--- src/rtl/voice_scheduler_pkg.sv ---
// Shared definitions for the chord voice scheduler: default sizes, index widths
// and the scheduler FSM state encoding.
package voice_scheduler_pkg;

  localparam int DEF_NUM_VOICES = 3;
  localparam int DEF_PHASE_W    = 22;
  localparam int DEF_ADDR_W     = 10;
  localparam int DEF_SAMPLE_W   = 16;

  // Voice index port width is fixed so up to 8 voices can be addressed.
  localparam int VOICE_IDX_W = 3;
  localparam int CUR_W       = VOICE_IDX_W + 1;
  localparam int HEADROOM_W  = 3;

  typedef enum logic [2:0] {
    ST_IDLE  = 3'd0,
    ST_SCAN  = 3'd1,
    ST_ISSUE = 3'd2,
    ST_WAIT  = 3'd3,
    ST_DONE  = 3'd4
  } sched_state_e;

endpackage

--- src/rtl/voice_phase_bank.sv ---
// Per-voice step/phase register file: load port (sets step, clears phase),
// advance port (phase += step for one voice) and lookup-address/active read ports.
module voice_phase_bank
  import voice_scheduler_pkg::*;
#(
  parameter int NUM_VOICES = DEF_NUM_VOICES,
  parameter int PHASE_W    = DEF_PHASE_W,
  parameter int ADDR_W     = DEF_ADDR_W
) (
  input  logic                   clk,
  input  logic                   reset_n,
  input  logic                   load_valid_i,
  input  logic [VOICE_IDX_W-1:0] load_voice_i,
  input  logic [PHASE_W-1:0]     load_step_i,
  input  logic                   adv_en_i,
  input  logic [VOICE_IDX_W-1:0] adv_idx_i,
  input  logic [VOICE_IDX_W-1:0] rd_idx_i,
  output logic [ADDR_W-1:0]      rd_addr_o,
  output logic [NUM_VOICES-1:0]  active_o
);

  logic [PHASE_W-1:0] step_q  [NUM_VOICES];
  logic [PHASE_W-1:0] step_d  [NUM_VOICES];
  logic [PHASE_W-1:0] phase_q [NUM_VOICES];
  logic [PHASE_W-1:0] phase_d [NUM_VOICES];

  // A load beats an advance on the same voice: the new step starts from phase 0.
  always_comb begin
    // NOTE: every always_comb output gets a default first so no latch is inferred.
    step_d  = step_q;
    phase_d = phase_q;
    for (int v = 0; v < NUM_VOICES; v++) begin
      if (load_valid_i && load_voice_i == VOICE_IDX_W'(v)) begin
        step_d[v]  = load_step_i;
        phase_d[v] = '0;
      end else if (adv_en_i && adv_idx_i == VOICE_IDX_W'(v)) begin
        phase_d[v] = phase_q[v] + step_q[v];
      end
    end
  end

  always_ff @(posedge clk or negedge reset_n) begin
    if (!reset_n) begin
      // NOTE: this small register file is reset because silent voices must start at step 0.
      for (int v = 0; v < NUM_VOICES; v++) begin
        step_q[v]  <= '0;
        phase_q[v] <= '0;
      end
    end else begin
      // NOTE: sequential state uses non-blocking assignments so all registers update together.
      step_q  <= step_d;
      phase_q <= phase_d;
    end
  end

  always_comb begin
    rd_addr_o = '0;
    active_o  = '0;
    for (int v = 0; v < NUM_VOICES; v++) begin
      active_o[v] = |step_q[v];
      if (rd_idx_i == VOICE_IDX_W'(v)) begin
        rd_addr_o = phase_q[v][PHASE_W-1 -: ADDR_W];
      end
    end
  end

endmodule

--- src/rtl/voice_scheduler.sv ---
// Shares one phase->sample lookup across the chord voices: once per codec frame it
// fetches every enabled voice in index order, advances its phase and mixes the samples.
module voice_scheduler
  import voice_scheduler_pkg::*;
#(
  parameter int NUM_VOICES = DEF_NUM_VOICES,
  parameter int PHASE_W    = DEF_PHASE_W,
  parameter int ADDR_W     = DEF_ADDR_W,
  parameter int SAMPLE_W   = DEF_SAMPLE_W
) (
  input  logic                clk,
  input  logic                reset_n,
  input  logic                play,
  input  logic                new_frame,
  input  logic                load_valid,
  input  logic [2:0]          load_voice,
  input  logic [PHASE_W-1:0]  load_step,
  output logic                lut_req,
  output logic [ADDR_W-1:0]   lut_addr,
  input  logic                lut_ack,
  input  logic                lut_rvalid,
  input  logic [SAMPLE_W-1:0] lut_rdata,
  output logic [SAMPLE_W-1:0] sample_out,
  output logic                sample_valid,
  output logic                overrun
);

  localparam int ACC_W = SAMPLE_W + HEADROOM_W;

  sched_state_e           state_q;
  logic [CUR_W-1:0]       cur_q;
  logic [VOICE_IDX_W-1:0] sel_q;
  logic [ACC_W-1:0]       acc_q;
  logic                   lut_req_q;
  logic [ADDR_W-1:0]      lut_addr_q;
  logic [SAMPLE_W-1:0]    sample_out_q;
  logic                   sample_valid_q;
  logic                   overrun_q;

  logic                   found;
  logic [VOICE_IDX_W-1:0] next_idx;
  logic [ADDR_W-1:0]      next_addr;
  logic [NUM_VOICES-1:0]  active;
  logic                   adv_en;

  assign adv_en = (state_q == ST_WAIT) && lut_rvalid;

  voice_phase_bank #(
    .NUM_VOICES (NUM_VOICES),
    .PHASE_W    (PHASE_W),
    .ADDR_W     (ADDR_W)
  ) u_bank (
    .clk          (clk),
    .reset_n      (reset_n),
    .load_valid_i (load_valid),
    .load_voice_i (load_voice),
    .load_step_i  (load_step),
    .adv_en_i     (adv_en),
    .adv_idx_i    (sel_q),
    .rd_idx_i     (next_idx),
    .rd_addr_o    (next_addr),
    .active_o     (active)
  );

  // Lowest-numbered enabled voice at or above the scan cursor.
  always_comb begin
    found    = 1'b0;
    next_idx = '0;
    for (int v = NUM_VOICES - 1; v >= 0; v--) begin
      if (active[v] && CUR_W'(v) >= cur_q) begin
        found    = 1'b1;
        next_idx = VOICE_IDX_W'(v);
      end
    end
  end

  // The accumulator is in range only while all headroom bits match the sample sign bit.
  function automatic logic [SAMPLE_W-1:0] saturate(input logic [ACC_W-1:0] a);
    logic [HEADROOM_W:0] top;
    top = a[ACC_W-1 -: HEADROOM_W+1];
    if (top == '0 || top == '1) begin
      return a[SAMPLE_W-1:0];
    end else if (a[ACC_W-1]) begin
      return {1'b1, {(SAMPLE_W-1){1'b0}}};
    end else begin
      return {1'b0, {(SAMPLE_W-1){1'b1}}};
    end
  endfunction

  always_ff @(posedge clk or negedge reset_n) begin
    if (!reset_n) begin
      state_q        <= ST_IDLE;
      cur_q          <= '0;
      sel_q          <= '0;
      acc_q          <= '0;
      lut_req_q      <= 1'b0;
      lut_addr_q     <= '0;
      sample_out_q   <= '0;
      sample_valid_q <= 1'b0;
      overrun_q      <= 1'b0;
    end else begin
      sample_valid_q <= 1'b0;
      if (new_frame && state_q != ST_IDLE) begin
        overrun_q <= 1'b1;
      end
      case (state_q)
        ST_IDLE: begin
          if (new_frame) begin
            if (play) begin
              state_q <= ST_SCAN;
            end else begin
              sample_out_q   <= '0;
              sample_valid_q <= 1'b1;
            end
          end
        end
        ST_SCAN: begin
          // Address is captured here so a load during the fetch cannot disturb it.
          if (found) begin
            sel_q      <= next_idx;
            lut_addr_q <= next_addr;
            lut_req_q  <= 1'b1;
            state_q    <= ST_ISSUE;
          end else begin
            state_q <= ST_DONE;
          end
        end
        ST_ISSUE: begin
          if (lut_ack) begin
            lut_req_q <= 1'b0;
            state_q   <= ST_WAIT;
          end
        end
        ST_WAIT: begin
          if (lut_rvalid) begin
            acc_q   <= acc_q + {{HEADROOM_W{lut_rdata[SAMPLE_W-1]}}, lut_rdata};
            cur_q   <= CUR_W'(sel_q) + CUR_W'(1);
            state_q <= ST_SCAN;
          end
        end
        ST_DONE: begin
          sample_out_q   <= saturate(acc_q);
          sample_valid_q <= 1'b1;
          acc_q          <= '0;
          cur_q          <= '0;
          state_q        <= ST_IDLE;
        end
        default: state_q <= ST_IDLE;
      endcase
    end
  end

  assign lut_req      = lut_req_q;
  assign lut_addr     = lut_addr_q;
  assign sample_out   = sample_out_q;
  assign sample_valid = sample_valid_q;
  assign overrun      = overrun_q;

endmodule

--- config.mk ---
export PLATFORM = sky130hd
export DESIGN_NAME = voice_scheduler
export DESIGN_NICKNAME = d
export VERILOG_FILES = /design/src/rtl/voice_scheduler_pkg.sv /design/src/rtl/voice_phase_bank.sv /design/src/rtl/voice_scheduler.sv
export SDC_FILE = /design/constraint.sdc
export NUM_CORES = 1
export LEC_CHECK = 0
export BUFFER_PORTS_ARGS = -buffer_cell sky130_fd_sc_hd__buf_2
export CORE_ASPECT_RATIO = 0.7
export CORE_MARGIN = 1.5
export CORE_UTILIZATION = 60
export DETAILED_ROUTE_END_ITERATION = 10
export PLACE_DENSITY = 0.87
export SYNTH_ARGS = -nofsm -noshare
export SYNTH_HDL_FRONTEND = slang
export SYNTH_SLANG_ARGS = --single-unit
export TNS_END_PERCENT = 20
--- constraint.sdc ---
create_clock -name clk -period 8 [get_ports clk]
set_input_delay 1.2 -clock clk [delete_from_list [all_inputs] [get_ports clk]]
set_output_delay 1.2 -clock clk [all_outputs]
set_load 0.005 [all_outputs]
Word level (Yosys, flattened, before mapping)
Cells that the tools add are included.
- logic and storage cells: 108
- flip-flop bits (word level): 190
- input bits: 48
- magnitude comparators: 3
- reduce and logical (&&, ||, !) cells: 32
- multiplexer cells: 36
- equal/unequal tests: 17
- add/subtract/negate cells: 5
- operators with widths (cell ; count):
    two-way mux 22 bit ; 6
    adder 22 bit ; 3
    OR reduction 22 bit ; 3
    two-way mux 16 bit ; 4
    one-hot mux 19 bit (2 select lines) ; 1
    one-hot mux 16 bit (2 select lines) ; 1
    two-way mux 10 bit ; 3
    two-way mux 3 bit ; 7
    adder 19 bit ; 1
    two-way mux 19 bit ; 1
    equality test 3 x 2 -> 1 bit (second input constant) ; 5
    equality test 3 x 1 -> 1 bit (second input constant) ; 4
    zero test 3 bit ; 4
    inequality test 2 bit (second input constant) ; 6
    one-hot mux 3 bit (4 select lines) ; 1
    nonzero test 2 bit ; 6
    logical AND 1 bit ; 11
    >= comparator 1 x 4 -> 1 bit (first input constant) ; 2
    one-hot mux 4 bit (2 select lines) ; 1
    two-way mux 1 bit ; 7
    AND reduction 3 bit ; 2
    adder 3 x 1 -> 4 bit (second input constant) ; 1
    equality test 4 bit (second input constant) ; 1
    >= comparator 2 x 4 -> 1 bit (first input constant) ; 1
    other kinds (9) ; 11

Depth between registers and ports, before layout
- depth after elaboration: 9
- gate-level depth with buffers: 11
- mapped depth without buffers: 11

By module
Synthesis repeated with hierarchy kept, for this count alone.
- cells, all modules: 1429
- area, all modules: 12072.8 sq um
- by module, submodules not included (module ; sequential area each (sq um) ; instances ; cells each ; area each (sq um)):
    voice_phase_bank ; 3303.2 ; 1 ; 1098 ; 8942.3
    voice_scheduler ; 1401.3 ; 1 ; 331 ; 3130.5

Worst setup path after synthesis
OpenSTA, ideal clock, no wires.
- kind: in2reg
- start: input lut_rdata[5]
- end: register acc_q[17]
- stages: 9
- arrival time: 3.116 ns
- path slack: 4.755 ns
- path buffers: 0
- path through: ha_1 a211o_1 a211o_1 a41oi_2 o21ai_1 a211o_1 a21oi_1 xor2_1 o21ai_1
- word-level cells in the longest chain between the ends: 3
- ends and longest elaborated chain (what ; line ; text):
    from (decl) ; voice_scheduler.sv:22 ; input logic [SAMPLE_W-1:0] lut_rdata,
    adder 19 bit ; voice_scheduler.sv:136 ; acc_q <= acc_q + {{HEADROOM_W{lut_rdata[SAMPLE_W-1]}}, lut_rdata};
    two-way mux 19 bit ; voice_scheduler.sv:135 ; if (lut_rvalid) begin
    one-hot mux 19 bit (2 select lines) ; voice_scheduler.sv:106 ; case (state_q)
    to (signal assigned) ; voice_scheduler.sv:136 ;
    to (decl) ; voice_scheduler.sv:33 ; logic [ACC_W-1:0] acc_q;
Every way passes these cells. The select of a mux whose other input is x is not followed.
A chain may end at the register's enable or synchronous reset.

Worst setup path after layout
- start: input lut_rdata[0]
- end: register acc_q[18]
The elaborated chain is that of the path after synthesis.

==> flow_metrics.tcl <==
set metrics [dict create \
    gpl.final_weighted_congestion 1.01 \
    hold_path_class "reg2reg" \
    min_period_over_period_pct 42.6 \
    seq_area_frac_synth_pct 40.8 \
    hold_ws_ns 0.481 \
    synthTopCellsByArea "dfrtp_1, ha_1, nand2_1" \
    rows 42 \
    yosys_warnings 0 \
    htree_num_levels 4 \
    numPortBuffers 76 \
    crit_path_end_kind "flip-flop" \
    core_sq_um 18900 \
    antenna_cells 0 \
    post-route-cell-area_sq_um 12700 \
    slowest_stage "o311ai_1" \
    tightest_slew_ns 1.19 \
    synth-seq-cells 188 \
    clkSinkCount 188 \
    initial_utilization_pct 61.1 \
    path_class "in2reg" \
    vdd_ir_drop_max_mv 0.199 \
    p_leak_nw 6.17 \
    path_common_cell "a21oi_1" \
    slew_headroom_pct 20.4 \
    drv_cap 0 \
    critPathLaunch "lut_rdata[0]" \
    grt_pass1_vias 9433 \
    die-area_sq_um 20100 \
    drt_pass1_iterations 5 \
    cts_buffer_depth 2 \
    die_w_um 169 \
    setup_viol 0 \
    period_minus_slack_ns 3.40 \
    cts_buffers 17 \
    async_flop_share_pct 100 \
    max_stage_delay_ns 0.41 \
    syn_area_per_cell_sq_um 8.93 \
    layout-drive-gt1-share_pct 11.1 \
    path_cells "buf_2 > ha_1 > inv_1 > fa_1 > nand2b_1 > a21oi_1 > o311ai_1 > a31oi_1 > o31ai_1 > o21ai_0 > a21oi_1 > mux2i_1" \
    ios 77 \
    die_h_um 119 \
    r2r_start "state_q[0]$_DFFE_PN0P_" \
    crit_fanout 3 \
    synth_edf_count 0 \
    cp-start-kind "input port" \
    yosys.cell_types.count 65 \
    fin_cells 1589 \
    fin_setup_tns_ns 0 \
    netlist_area_sq_um 11500 \
    cp.required_ns 8.36 \
    syn2layout_area_growth_pct 10.1 \
    drt-initial-drc-count 1227 \
    dpl.cell_count 1557 \
    cts_setup_buffers 0 \
    drc 0 \
    hold_viol 0 \
    grt_start_max_net_pins 126 \
    nNetsFinal 1471 \
    place_area_sq_um 12100 \
    rsz0062_at_grt "false" \
    via_per_inst 6.39 \
    clock.fmax_ghz 0.294 \
    ant_nets 0 \
    cp.arrival_ns 3.77 \
    cts-root-buf "clkbuf_16" \
    grt_overflow 0 \
    post_drt_wl_per_cell_um 19.4 \
    cts_hold_buf 0 \
    dp_hpwl_um 21500 \
    synth_area_leader_cell "dfrtp_1" \
    fin_skew_ns 0.0130 \
    grt_usage_pct 31.9 \
    postSynthCellCount 1290 \
    status "complete, no violations" \
    ys_top_cells_by_count "nand2_1, dfrtp_1, a21oi_1" \
    vias 10200 \
    path_clk_slew_ns 0.08 \
    ys.flop_type "dfrtp_1" \
    hold_start "sample_out[10]$_DFFE_PN0P_" \
    yosysMostFrequentCell "nand2_1" \
    r2r_slack_ns 4.72 \
    totalWireLength_um 30800 \
    antenna_found_initial 1 \
    powerDensity_nw_per_um2 376 \
    grt_first_pass_wirelength_um 50300 \
    cts-resized-gates 0 \
    clock_latency_ns 0.45 \
    synth_top_area_share_pct 40.8 \
    maxSlewViolCount 0 \
    synthesis.nets 1427 \
    cts_tree "done" \
]
==> cells in the final DEF (no fill, tap or decap), types with 7 or more instances in the layout <==
master and n:
nand3_1 29, ha_1 85, nor2b_1 13, xor2_1 18, a21o_1 37, a22o_1 33, and3_1 11, xnor2_1 36
o21a_1 9, clkbuf_16 17, buf_2 75, nand2b_1 18, inv_1 14, a31oi_1 9, a22oi_1 10, nor4_1 19
o21ai_1 7, dfrtp_1 188, o21ai_0 82, a21oi_1 105, o21bai_1 7, buf_4 7, nor3_1 20, nor2_1 60
mux2_2 22, a211o_1 13, nand4_1 7, nand2_1 268, a211oi_1 18, o31ai_1 11
==> registers in the layout (all words and copies together) (netlist names) <==
register / count
overrun: 1
u_bank.step_q: 66
u_bank.phase_q: 66
acc_q: 19
sample_out: 16
state_q: 3
sel_q: 2
cur_q: 3
sample_valid: 1
lut_addr: 10
lut_req: 1
==> worst paths after layout <==
path | to | depth (start not counted)
min reg2reg | sample_out[10]$_DFFE_PN0P_ | 2
max | acc_q[18]$_DFFE_PN0P_ | 12
min in group asynchronous | u_bank.phase_q[48]$_DFFE_PN0P_ | 1
max reg2reg | u_bank.phase_q[21]$_DFFE_PN0P_ | 6
max in group asynchronous | acc_q[16]$_DFFE_PN0P_ | 2
min | sample_out[10]$_DFFE_PN0P_ | 2
==> report_power, final <==
part	switching, mW	internal (mW)	leakage (nW)
Sequential	0.308	1.27	2.40
Combinational	1.34	0.957	3.47
Clock	0.439	0.456	0.303
Total	2.09	2.69	6.17
==> stage by stage <==
stage	power, mW	util [%]	setup WS, ns
6_report	4.77	67.2	4.60
4_1_cts	4.72	67.2	4.70
2_1_floorplan	3.20	-	4.75
3_5_place_dp	3.79	63.9	4.36
3_3_place_gp	3.69	63.9	4.38
5_1_grt	5.10	67.2	4.50
==> cells by family (layout without fill, tap and decap cells) <==
logic type	Yosys count	in the layout	share of synthesized area [%]
compound gates	378	378	21.3
xor+xnor	54	54	4.11
buf+inv	72	129	2.38
simple gates	481	481	18.8
flops	188	188	40.8
fa+ha+maj	89	89	9.93
mux	28	28	2.68
==> cell type report <==
cell class                 count  area, sq um
timing repair buffer          83          442
clock buffer                  17          425
sequential                   188         4700
tap                          242          303
clock inverter                15          195
inverter                      14         52.6
multi-input combinational   1030         6560
fill                        1437         6190
==> layer usage <==
layer / track usage (%) / wire length, um / up-vias
met1: 47.6 / 13700 / 4873
met5: 0 / 11 / -
met4: 8.54 / 621 / 2
met3: 7.11 / 3120 / 52
met2: 47.0 / 13300 / 495
li1: - / - / 4738
==> critical path: cells and delay by family <==
| family | cells | cell delay, ns |
|---|---|---|
| AOI/OAI and AO/OA | 6 | 1.54 |
| muxes | 1 | 0.20 |
| adders and majority gates | 2 | 0.43 |
| and+or+nand+nor | 1 | 0.21 |
| buffers and inverters | 2 | 0.20 |
Note: power is estimated with default switching activity, not from simulation.
